### src/rtl/uart_hex_loader.sv
// UART 8N1 receiver feeding an ASCII-hex parser that commits a 16-bit display value.
// Optional build macro: UART_HEX_LOADER_AUTOCOMMIT_EN (commit on the fourth digit).
module uart_hex_loader #(
    parameter int CLKS_PER_BIT = 434
) (
    input  logic        CLK,
    input  logic        RST_N,
    input  logic        RX,
    output logic [15:0] DATA,
    output logic        DATA_VALID,
    output logic        FRAME_ERR
);

    localparam logic [15:0] HALF_BIT = 16'(CLKS_PER_BIT / 2);
    localparam logic [15:0] FULL_M1  = 16'(CLKS_PER_BIT - 1);

    typedef enum logic [1:0] {
        S_IDLE,
        S_START,
        S_DATA,
        S_STOP
    } state_t;

    state_t      r_state;
    state_t      w_state_nxt;
    logic        r_rx_meta;
    logic        r_rx_sync;
    logic [1:0]  r_settle;
    logic        r_armed;
    logic        w_armed_nxt;
    logic [15:0] r_cnt;
    logic [15:0] w_cnt_nxt;
    logic [2:0]  r_bit;
    logic [2:0]  w_bit_nxt;
    logic [7:0]  r_shift;
    logic [7:0]  w_shift_nxt;
    logic        w_expire;
    logic        w_byte_stb;
    logic        w_ferr_stb;
    logic        r_byte_vld;
    logic [7:0]  r_byte;
    logic        r_ferr;

    logic [15:0] r_shadow;
    logic [15:0] w_shadow_nxt;
    logic [2:0]  r_count;
    logic [2:0]  w_count_nxt;
    logic [15:0] r_data;
    logic [15:0] w_data_nxt;
    logic        r_valid;
    logic        w_valid_nxt;
    logic        w_hex;
    logic [3:0]  w_nib;
    logic        w_eol;
    logic [15:0] w_sh_shift;

    always_ff @(posedge CLK or negedge RST_N) begin
        if (!RST_N) begin
            r_rx_meta <= 1'b1;
            r_rx_sync <= 1'b1;
            r_settle  <= 2'b00;
        end else begin
            r_rx_meta <= RX;
            r_rx_sync <= r_rx_meta;
            r_settle  <= {r_settle[0], 1'b1};
        end
    end

    always_ff @(posedge CLK or negedge RST_N) begin
        if (!RST_N) begin
            r_state <= S_IDLE;
        end else begin
            r_state <= w_state_nxt;
        end
    end

    assign w_expire = (r_cnt == 16'd0);

    // A start needs the line seen high first, so a reset mid-frame waits for a fresh edge
    always_comb begin
        w_state_nxt = r_state;
        w_cnt_nxt   = w_expire ? 16'd0 : r_cnt - 16'd1;
        w_bit_nxt   = r_bit;
        w_shift_nxt = r_shift;
        w_byte_stb  = 1'b0;
        w_ferr_stb  = 1'b0;
        w_armed_nxt = r_armed | (r_settle[1] & r_rx_sync);
        unique case (r_state)
            S_IDLE: begin
                w_bit_nxt = 3'd0;
                if (r_armed && !r_rx_sync) begin
                    w_state_nxt = S_START;
                    w_cnt_nxt   = HALF_BIT;
                end
            end
            S_START: begin
                if (w_expire) begin
                    if (!r_rx_sync) begin
                        w_state_nxt = S_DATA;
                        w_cnt_nxt   = FULL_M1;
                    end else begin
                        w_state_nxt = S_IDLE;
                    end
                end
            end
            S_DATA: begin
                if (w_expire) begin
                    w_shift_nxt = {r_rx_sync, r_shift[7:1]};
                    w_cnt_nxt   = FULL_M1;
                    w_bit_nxt   = r_bit + 3'd1;
                    if (r_bit == 3'd7) begin
                        w_state_nxt = S_STOP;
                    end
                end
            end
            S_STOP: begin
                if (w_expire) begin
                    w_state_nxt = S_IDLE;
                    if (r_rx_sync) begin
                        w_byte_stb = 1'b1;
                    end else begin
                        w_ferr_stb  = 1'b1;
                        w_armed_nxt = 1'b0;
                    end
                end
            end
            default: w_state_nxt = S_IDLE;
        endcase
    end

    always_ff @(posedge CLK or negedge RST_N) begin
        if (!RST_N) begin
            r_cnt      <= 16'd0;
            r_bit      <= 3'd0;
            r_shift    <= 8'd0;
            r_armed    <= 1'b0;
            r_byte_vld <= 1'b0;
            r_byte     <= 8'd0;
            r_ferr     <= 1'b0;
        end else begin
            r_cnt      <= w_cnt_nxt;
            r_bit      <= w_bit_nxt;
            r_shift    <= w_shift_nxt;
            r_armed    <= w_armed_nxt;
            r_byte_vld <= w_byte_stb;
            r_ferr     <= w_ferr_stb;
            if (w_byte_stb) begin
                r_byte <= r_shift;
            end
        end
    end

    always_comb begin
        w_hex = 1'b0;
        w_nib = 4'd0;
        if (r_byte >= 8'h30 && r_byte <= 8'h39) begin
            w_hex = 1'b1;
            w_nib = r_byte[3:0];
        end else if ((r_byte >= 8'h41 && r_byte <= 8'h46) ||
                     (r_byte >= 8'h61 && r_byte <= 8'h66)) begin
            w_hex = 1'b1;
            w_nib = r_byte[3:0] + 4'd9;
        end
    end

    assign w_eol      = (r_byte == 8'h0D) || (r_byte == 8'h0A);
    assign w_sh_shift = {r_shadow[11:0], w_nib};

    always_comb begin
        w_shadow_nxt = r_shadow;
        w_count_nxt  = r_count;
        w_data_nxt   = r_data;
        w_valid_nxt  = 1'b0;
        if (r_byte_vld) begin
            if (w_hex) begin
                w_shadow_nxt = w_sh_shift;
                w_count_nxt  = (r_count == 3'd4) ? 3'd4 : r_count + 3'd1;
`ifdef UART_HEX_LOADER_AUTOCOMMIT_EN
                if (r_count == 3'd3) begin
                    w_data_nxt   = w_sh_shift;
                    w_valid_nxt  = 1'b1;
                    w_shadow_nxt = 16'd0;
                    w_count_nxt  = 3'd0;
                end
`endif
            end else if (w_eol) begin
                if (r_count != 3'd0) begin
                    w_data_nxt   = r_shadow;
                    w_valid_nxt  = 1'b1;
                    w_shadow_nxt = 16'd0;
                    w_count_nxt  = 3'd0;
                end
            end else begin
                w_shadow_nxt = 16'd0;
                w_count_nxt  = 3'd0;
            end
        end
    end

    always_ff @(posedge CLK or negedge RST_N) begin
        if (!RST_N) begin
            r_shadow <= 16'd0;
            r_count  <= 3'd0;
            r_data   <= 16'd0;
            r_valid  <= 1'b0;
        end else begin
            r_shadow <= w_shadow_nxt;
            r_count  <= w_count_nxt;
            r_data   <= w_data_nxt;
            r_valid  <= w_valid_nxt;
        end
    end

    assign DATA       = r_data;
    assign DATA_VALID = r_valid;
    assign FRAME_ERR  = r_ferr;

endmodule

### config.mk
export PLATFORM = sky130hd
export DESIGN_NAME = uart_hex_loader
export DESIGN_NICKNAME = d
export VERILOG_FILES = /design/src/rtl/uart_hex_loader.sv
export SDC_FILE = /design/constraint.sdc
export NUM_CORES = 1
export LEC_CHECK = 0
export CAP_MARGIN = 10
export CORE_MARGIN = 5
export CORE_UTILIZATION = 45
export DETAILED_ROUTE_END_ITERATION = 8
export GPL_TIMING_DRIVEN = 0
export PLACE_DENSITY_LB_ADDON = 0.3
export SYNTH_ARGS = -nofsm -noshare
export SYNTH_HDL_FRONTEND = slang
export SYNTH_SLANG_ARGS = --single-unit
### constraint.sdc
create_clock -name CLK -period 3.3 [get_ports CLK]
set_clock_uncertainty 0.15 [all_clocks]
set_input_delay 0.66 -clock CLK [delete_from_list [all_inputs] [get_ports CLK]]
set_output_delay 0.66 -clock CLK [all_outputs]
set_load 0.02 [all_outputs]
* Yosys cells after proc, flatten, opt, wreduce, memory -nomap -nowiden *
Index checks and enable logic that the tools add are counted.

storage, ports and cells
  register bits = 80
  input port bits = 3
  output and inout bits = 18
  word-level logic and storage cells = 96

operators by class
  $add $sub $neg = 4
  order comparisons = 6
  equality and inequality tests = 13
  multiplexer cells = 39
  bitwise gates (word level) = 3
  reductions and logical operators = 16

operator list
  kind                   count
  $mux 16                8
  $pmux 16 s3            1
  $eq 8x4->1 const B     2
  $ge 8x7->1 const B     2
  $le 8x7->1 const B     2
  $logic_not 16->1       1
  $sub 16x1->16 const B  1
  $mux 1                 15
  $mux 3                 5
  $mux 2                 6
  $ne 2x2->1 const B     5
  $ge 8x6->1 const B     1
  $le 8x6->1 const B     1
  $mux 4                 2
  $pmux 2 s4             1
  $add 3x1->3 const B    2
  $eq 3x3->1 const B     2
  $pmux 3 s2             1
  $reduce_and 2->1       3
  $reduce_and 5->1       1
  $add 4x4->4 const B    1
  $eq 2x2->1 const B     2
  $logic_and 1x1->1      4
  $reduce_and 4->1       1
  10 further kinds       11

* Logic depth before layout (Yosys ltp) *
Gate-level depths: netlist of run 1.

  depth after elaboration = 7
  mapped depth = 8

* Worst setup path before layout of run 1 *
No wires, ideal clock.

  path type = register -> register
  from = register r_cnt[0]
  to = register r_byte[0]
  setup time = 0.125 ns
  arrival = 1.992 ns
  slack = 1.033 ns
  cell stages (with the launch flop) = 7
  cell sequence = dfrtp_1 -> inv_1 -> ha_1 -> nor3b_2 -> nand4b_2 -> nor3_4 -> mux2_2

on the way
  word-level cells in the longest chain between the ends = 3

RTL lines
  element                 line  text
  start, declared         31    logic [15:0] r_cnt;
  start signal, assigned  141   r_cnt <= w_cnt_nxt;
  $logic_not 16->1        77    assign w_expire = (r_cnt == 16'd0);
  $mux 1                  117   if (w_expire) begin
  $mux 1                  88    unique case (r_state)
  via w_byte_stb          38    logic w_byte_stb;
  end signal, assigned    148   r_byte <= r_shift;
  end, declared           41    logic [7:0] r_byte;

The timed path passes the listed nets, and every way through them passes these cells.
A chain may end at the register's enable or synchronous reset.

* Worst setup path in the final report of run 1 *
  from = register r_cnt[0]
  to = register r_byte[2]

The elaborated chain is that of the path after synthesis.

==> impl_metrics.py, run 1 <==
metrics = {
    "run_status": {
        "status": "complete, no violations",
    },
    "timing": {
        "setup_viol": 0,
        "worstMarginPinSlew_ns": 0.921,
        "maxSlewViolCount": 0,
        "relSlewSlack_pct": 38.0,
        "finalCritPeriodShare_pct": 80.9,
        "hold_slack_ns": 0.203,
        "hold_viol_final": 0,
        "rsz0062_at_grt": "false",
        "period_needed_ns": 2.67,
        "max_freq_mhz": 375,
    },
    "floorplanning": {
        "dieWidth_um": 99.2,
        "start_util_pct": 46.3,
        "core_area_um2": 7730,
        "num_rows": 32,
        "dieHeight_um": 99.2,
        "ios": 21,
        "dieArea_um2": 9830,
    },
    "clocking": {
        "clock_latency_ns": 0.35,
        "htreeDepth": 3,
        "clock-root-buffer": "clkbuf_8",
        "cts_max_path_buffers": 2,
        "path_clk_slew_ns": 0.08,
        "cts.sinks": 80,
        "cts_buffers": 9,
        "cts_tree": "done",
    },
    "routing": {
        "routed_wl_um": 6420,
        "routed.top_layer": "met4",
        "via_count": 2408,
        "met2WireLength_um": 3200,
        "ant_nets": 0,
        "via_per_inst": 5.38,
        "routedWlPerCell_um": 14.3,
        "first_iter_violations": 81,
        "drc_errors": 0,
        "route.met3.wl_um": 286,
        "m1WireLength_um": 2810,
        "drt-pass1-iter-count": 5,
    },
    "hold_path": {
        "hp-start": "r_settle[0]",
        "hold_class": "reg -> reg",
    },
    "setup_path": {
        "crit_start": "r_cnt[0]",
        "path_delay_family": "simple AND/OR/NAND/NOR gates",
        "r2r_start": "r_cnt[0]",
        "required_ns": 3.39,
        "critPathKind": "reg -> reg",
        "crit_chain": "inv_1 -> ha_1 -> nor3b_2 -> nand4b_2 -> nor3_4 -> mux2_2",
        "path_buf_inv": 1,
        "cpPeakStageDelay_ns": 0.51,
        "crit_slowest_cell": "nor3_4",
        "cp-start-kind": "register",
        "arrival_ns": 2.76,
        "path_max_fanout": 10,
        "cp-end-kind": "register",
    },
    "synthesis": {
        "ys_top_cells_by_area": "dfrtp_1 (55%), mux2_2 (11%), o21ai_0 (4.9%), nand2_1 (3.3%), ha_1 (3.1%)",
        "synthAdderAreaFrac_pct": 3.15,
        "synthMuxAreaShare_pct": 11.0,
        "synth-compound-area-share_pct": 11.4,
        "synth_top_area_share_pct": 54.6,
        "syn_inst": 308,
        "ys.flop_type": "dfrtp_1",
        "ys_seq_area_share_pct": 56.0,
        "synth_area_um2": 3580,
        "synth_fp_nets": 320,
        "synth_xor_area_share_pct": 2.20,
        "syn_area_per_cell_um2": 11.6,
        "ys_warn_count": 0,
        "yosys.area.top_type": "dfrtp_1",
        "ys_async_sr_fraction_pct": 100,
        "synthSimpleGateAreaFrac_pct": 13.2,
        "yosysUniqueCellTypes": 54,
        "synth_edf_count": 0,
        "synth-seq-cells": 80,
        "synth_top_family_by_area": "simple AND/OR/NAND/NOR gates",
    },
    "global_routing": {
        "grt_pass1_vias": 2335,
        "antenna_found_initial": 0,
        "gr-usage-all-layers_pct": 14.0,
        "grt_max_degree": 71,
        "grt_pass1_wl_um": 11000,
        "overflow": 0,
    },
    "run": {
        "maxCapViolCount": 0,
    },
    "final_layout": {
        "drive_above_1_share_pct": 19.7,
        "final_nets": 353,
        "design_area_um2": 4160,
        "area_growth_pct": 16.4,
        "n_antenna_cell": 0,
    },
    "placed_design": {
        "gp_congestion": 0.751,
        "dpl_cell_area_um2": 3930,
        "detailed_place_hpwl_um": 4480,
        "port_buffers": 20,
    },
    "power_and_ir_drop": {
        "vdd.ir_drop.worst_mv": 0.389,
        "power.density_nw_per_um2": 519,
        "p_leak_nw": 1.85,
    },
}
## report_power, final
group / switching [mW] / total, mW / internal [mW]
logic: 0.141 / 0.258 / 0.117
clock network: 0.341 / 0.788 / 0.447
registers: 0.0681 / 1.12 / 1.05
total: 0.551 / 2.16 / 1.61
## worst register-to-register path, cell delays in order, from the launching register on
cell	delay, ns
dfrtp_1	0.42
inv_1	0.08
ha_1	0.17
nor3b_2	0.44
nand4b_2	0.40
nor3_4	0.52
mux2_2	0.39
## area by class of cell
class                   count  area (um2)
inverters                  13        48.8
clock inverters             5        81.3
clock buffers              11         141
multi-input cells         204        1470
fillers                   673        3560
well taps                 102         128
flip-flops and latches     80        2000
plain buffers              11        57.6
repair buffers             22         235
## flip-flops by register name (all words and copies together), names as in the netlist, named ones only
name	flops
r_byte	8
r_settle	2
r_armed	1
DATA	16
DATA_VALID	1
r_rx_meta	1
r_cnt	16
r_rx_sync	1
r_byte_vld	1
r_shadow	16
r_bit	3
r_count	3
r_state	1
FRAME_ERR	1
r_shift	8
## cell usage after synthesis (3+ instances only)
cell type	count
o221ai_1	4
xor2_1	5
nor4_1	4
clkbuf_1	7
mux2_2	34
inv_1	13
o211ai_1	3
nor2_1	11
xnor2_1	4
o21ai_0	35
dfrtp_1	78
or3_1	3
nand3_1	6
ha_1	9
nor3_1	3
nand2_1	31
a21oi_1	12
## timing repair
action,CTS,global route
hold buffers,1,0
resized for setup,0,0
endpoints found under the hold margin,10,0
setup buffers,0,0
## placed cells by master, fill, tap and decap left out, types with 2 or more instances in the layout
cell / count
dfrtp_1: 78
o21ai_0: 35
mux2_2: 34
nand2_1: 31
clkdlybuf4s50_1: 19
inv_1: 13
a21oi_1: 12
nor2_1: 11
clkbuf_8: 10
ha_1: 9
clkbuf_1: 8
nand3_1: 6
xor2_1: 5
nor4_1: 4
xnor2_1: 4
o221ai_1: 4
or3_1: 3
o211ai_1: 3
buf_4: 3
nor3_1: 3
nor3_2: 2
nand2b_1: 2
nand4b_1: 2
o21ai_1: 2
o31a_1: 2
nor2b_1: 2
o21bai_1: 2
bufinv_16: 2
dfstp_2: 2
## routing by layer
| metal | global-route usage (%) | vias up |
|---|---|---|
| li1 | - | 1170 |
| met2 | 22.8 | 42 |
| met5 | 0 | - |
| met1 | 17.4 | 1185 |
| met3 | 4.49 | 11 |
| met4 | 5.04 | 0 |
## cell families (layout without fill, tap and decap cells)
| group | Yosys count | count (layout) |
|---|---|---|
| simple gates | 82 | 82 |
| flops | 80 | 80 |
| compound gates | 68 | 68 |
| mux | 35 | 35 |
| buf+inv | 24 | 62 |
| fa+ha+maj | 9 | 9 |
| xor+xnor | 9 | 9 |
| other cells | 1 | 1 |
## final timing paths
kind                                    end  slack [ns]  cells past startpoint
worst min-delay path            r_settle[1]        0.20                      0
min in group asynchronous        DATA_VALID        0.53                      2
worst max register to register    r_byte[2]        0.63                      6
worst min register to register  r_settle[1]        0.20                      0
worst max-delay path              r_byte[2]        0.63                      6
max in group asynchronous         r_rx_sync        1.85                      3
## stage by stage
step / setup slack [ns] / TNS, ns / instances / total power [mW] / util (%)
after floorplan: 1.03 / 0 / 308 / 1.32 / -
after global placement: -1.40 / -109.81 / 430 / 1.38 / 50.5
after detailed placement: 0.585 / 0 / 431 / 1.40 / 50.9
after CTS: 0.569 / 0 / 448 / 2.19 / 53.9
after global routing: 0.401 / 0 / 448 / 2.27 / 53.9
final: 0.632 / 0 / 448 / 2.16 / 53.9
No activity file was read; power rests on OpenSTA's default activity.
==> run 2, diff against run 1 <==
==> constraint.sdc (replaced) <==
create_clock -name CLK -period 2.6 [get_ports CLK]
set_clock_uncertainty 0.15 [all_clocks]
set_input_delay 0.52 -clock CLK [delete_from_list [all_inputs] [get_ports CLK]]
set_output_delay 0.52 -clock CLK [all_outputs]
set_load 0.02 [all_outputs]
==> run 2 against run 1 <==
  * Utilization is 0.79 points higher
  * Routed wire length is 1.2% higher
  * Sequential power is 27% higher
  * Critical path type unchanged
  * Largest power group unchanged
==> impl_metrics.py, run 2 (synthesized netlist as in run 1, its figures left out) <==
metrics = {
    "timing": {
        "worstMarginPinSlew_ns": 0.929,
        "maxSlewViolCount": 0,
        "rsz0062_at_grt": "false",
        "finalCritPeriodShare_pct": 92.3,
        "period_needed_ns": 2.40,
        "setup-tns-final_ns": 0,
        "setup_viol": 0,
        "hold_slack_ns": 0.203,
        "max_freq_mhz": 416,
        "hold_viol_final": 0,
        "relSlewSlack_pct": 37.5,
    },
    "setup_path": {
        "rrSetupSlack_ns": 0.20,
        "r2r_end": "r_byte[2]",
        "critPathKind": "reg -> reg",
        "required_ns": 2.69,
        "crit_slowest_cell": "dfrtp_1",
        "r2r_start": "r_cnt[0]",
        "cp-start-kind": "register",
        "crit_chain": "inv_1 -> ha_1 -> nor3b_4 -> nand4b_4 -> nor3_4 -> buf_12 -> mux2_2",
        "path_max_fanout": 10,
        "path_delay_family": "simple AND/OR/NAND/NOR gates",
        "cp-end-kind": "register",
        "cpPeakStageDelay_ns": 0.43,
        "arrival_ns": 2.49,
        "ff2ff_path_depth": 7,
        "path_buf_inv": 2,
    },
    "routing": {
        "ant_nets": 0,
        "routed_wl_um": 6500,
        "first_iter_violations": 76,
        "via_count": 2392,
        "drt-pass1-iter-count": 4,
        "drc_errors": 0,
        "routedWlPerCell_um": 14.4,
        "via_per_inst": 5.32,
    },
    "power_and_ir_drop": {
        "power.switching_mw": 0.718,
        "p_comb_share_pct": 12.6,
        "seqPwrFrac_pct": 51.3,
        "p_leak_nw": 1.92,
        "power.internal_mw": 2.05,
        "p_sw_share_pct": 25.9,
        "p_clk_share_pct": 36.0,
        "vdd.ir_drop.worst_mv": 0.501,
        "power.density_nw_per_um2": 656,
    },
    "floorplanning": {
        "dieHeight_um": 99.2,
        "start_util_pct": 46.3,
        "num_rows": 32,
        "core_area_um2": 7730,
        "dieWidth_um": 99.2,
        "dieArea_um2": 9830,
        "ios": 21,
    },
    "final_layout": {
        "design_area_um2": 4220,
        "final_common_cell": "dfrtp_1",
        "fill_cells": 676,
        "finalNonFillerCells": 450,
        "final_cell_mix": "dfrtp_1 (78), o21ai_0 (35), mux2_2 (34)",
        "n_antenna_cell": 0,
        "final_nets": 355,
        "area_growth_pct": 18.1,
        "drive_above_1_share_pct": 20.4,
    },
    "global_routing": {
        "gr-usage-all-layers_pct": 14.1,
        "grt_pass1_wl_um": 11200,
        "antenna_found_initial": 0,
        "grt_pass1_vias": 2366,
        "grt_max_degree": 71,
        "overflow": 0,
    },
    "placed_design": {
        "dp.cells": 431,
        "dpl_cell_area_um2": 3930,
        "gp_congestion": 0.751,
        "detailed_place_hpwl_um": 4480,
        "port_buffers": 20,
    },
    "run": {
        "maxCapViolCount": 0,
    },
    "clocking": {
        "clock_latency_ns": 0.35,
        "cts.sinks": 80,
        "htreeDepth": 3,
        "cts_max_path_buffers": 2,
        "cts_buffers": 9,
        "clock-root-buffer": "clkbuf_8",
        "cts_tree": "done",
        "path_clk_slew_ns": 0.08,
    },
    "hold_path": {
        "min_path_cells": 0,
        "hold_end": "r_settle[1]",
        "hp-start": "r_settle[0]",
        "hold_class": "reg -> reg",
    },
    "run_status": {
        "status": "complete, no violations",
    },
}
==> run 2: per-layer routing <==
layer,routed length [um],track usage [%],vias up
met1,2830,17.6,1173
li1,-,-,1171
met4,120,5.04,0
met2,3270,23.2,37
met3,277,4.49,11
met5,0,0,-
==> run 2: timing repair <==
item | in CTS | in global routing
gates resized for setup | 2 | 3
buffers inserted | 2 | 0
endpoints found under the hold margin | 10 | 0
setup endpoints to repair | 17 | 18
pin swaps | 1 | 0
hold buffers | 1 | 0
==> run 2: final cells by class <==
type / count / area (um2) / area share (%)
Timing Repair Buffer: 24 / 263 / 6.22
Clock inverter: 5 / 81.3 / 1.93
Buffer: 11 / 57.6 / 1.36
Inverter: 13 / 48.8 / 1.16
Sequential cell: 80 / 2000 / 47.5
Multi-Input combinational cell: 204 / 1500 / 35.5
Clock buffer: 11 / 141 / 3.35
Tap cell: 102 / 128 / 3.02
==> run 2: worst reg2reg max path, cell delays in order (launching register included) <==
cell      delay [ns]
dfrtp_1         0.43
inv_1           0.09
ha_1            0.20
nor3b_4         0.40
nand4b_4        0.28
nor3_4          0.28
buf_12          0.15
mux2_2          0.33
==> run 2: worst max path at each step <==
stage | from | endpoint | slack [ns] | cells past startpoint
floorplan | r_cnt[0] | r_byte[0] | 0.33 | 6
global placement | RST_N | r_shift[6] | -1.96 | 1
detailed placement | r_cnt[0] | r_byte[4] | -0.12 | 6
CTS | r_byte[1] | DATA[10] | 0.02 | 7
global route | r_byte[0] | r_shadow[14] | 0.02 | 7
finish | r_cnt[0] | r_byte[2] | 0.20 | 7
==> run 2: metrics by stage <==
stage	worst slack, ns	power [mW]	util [%]
floorplan	0.333	1.67	-
global placement	-1.96	1.75	50.5
detailed placement	-0.115	1.77	50.9
CTS	0.0192	2.80	54.4
global route	0.0172	2.91	54.7
finish	0.199	2.77	54.7
==> run 2: power by group through the flow <==
stage	clock network (mW)	logic (mW)	registers, mW
floorplan	0	0.252	1.42
global route	1.08	0.391	1.43
CTS	1.04	0.342	1.42
finish	0.998	0.350	1.42
detailed placement	0	0.333	1.44
global placement	0	0.314	1.44
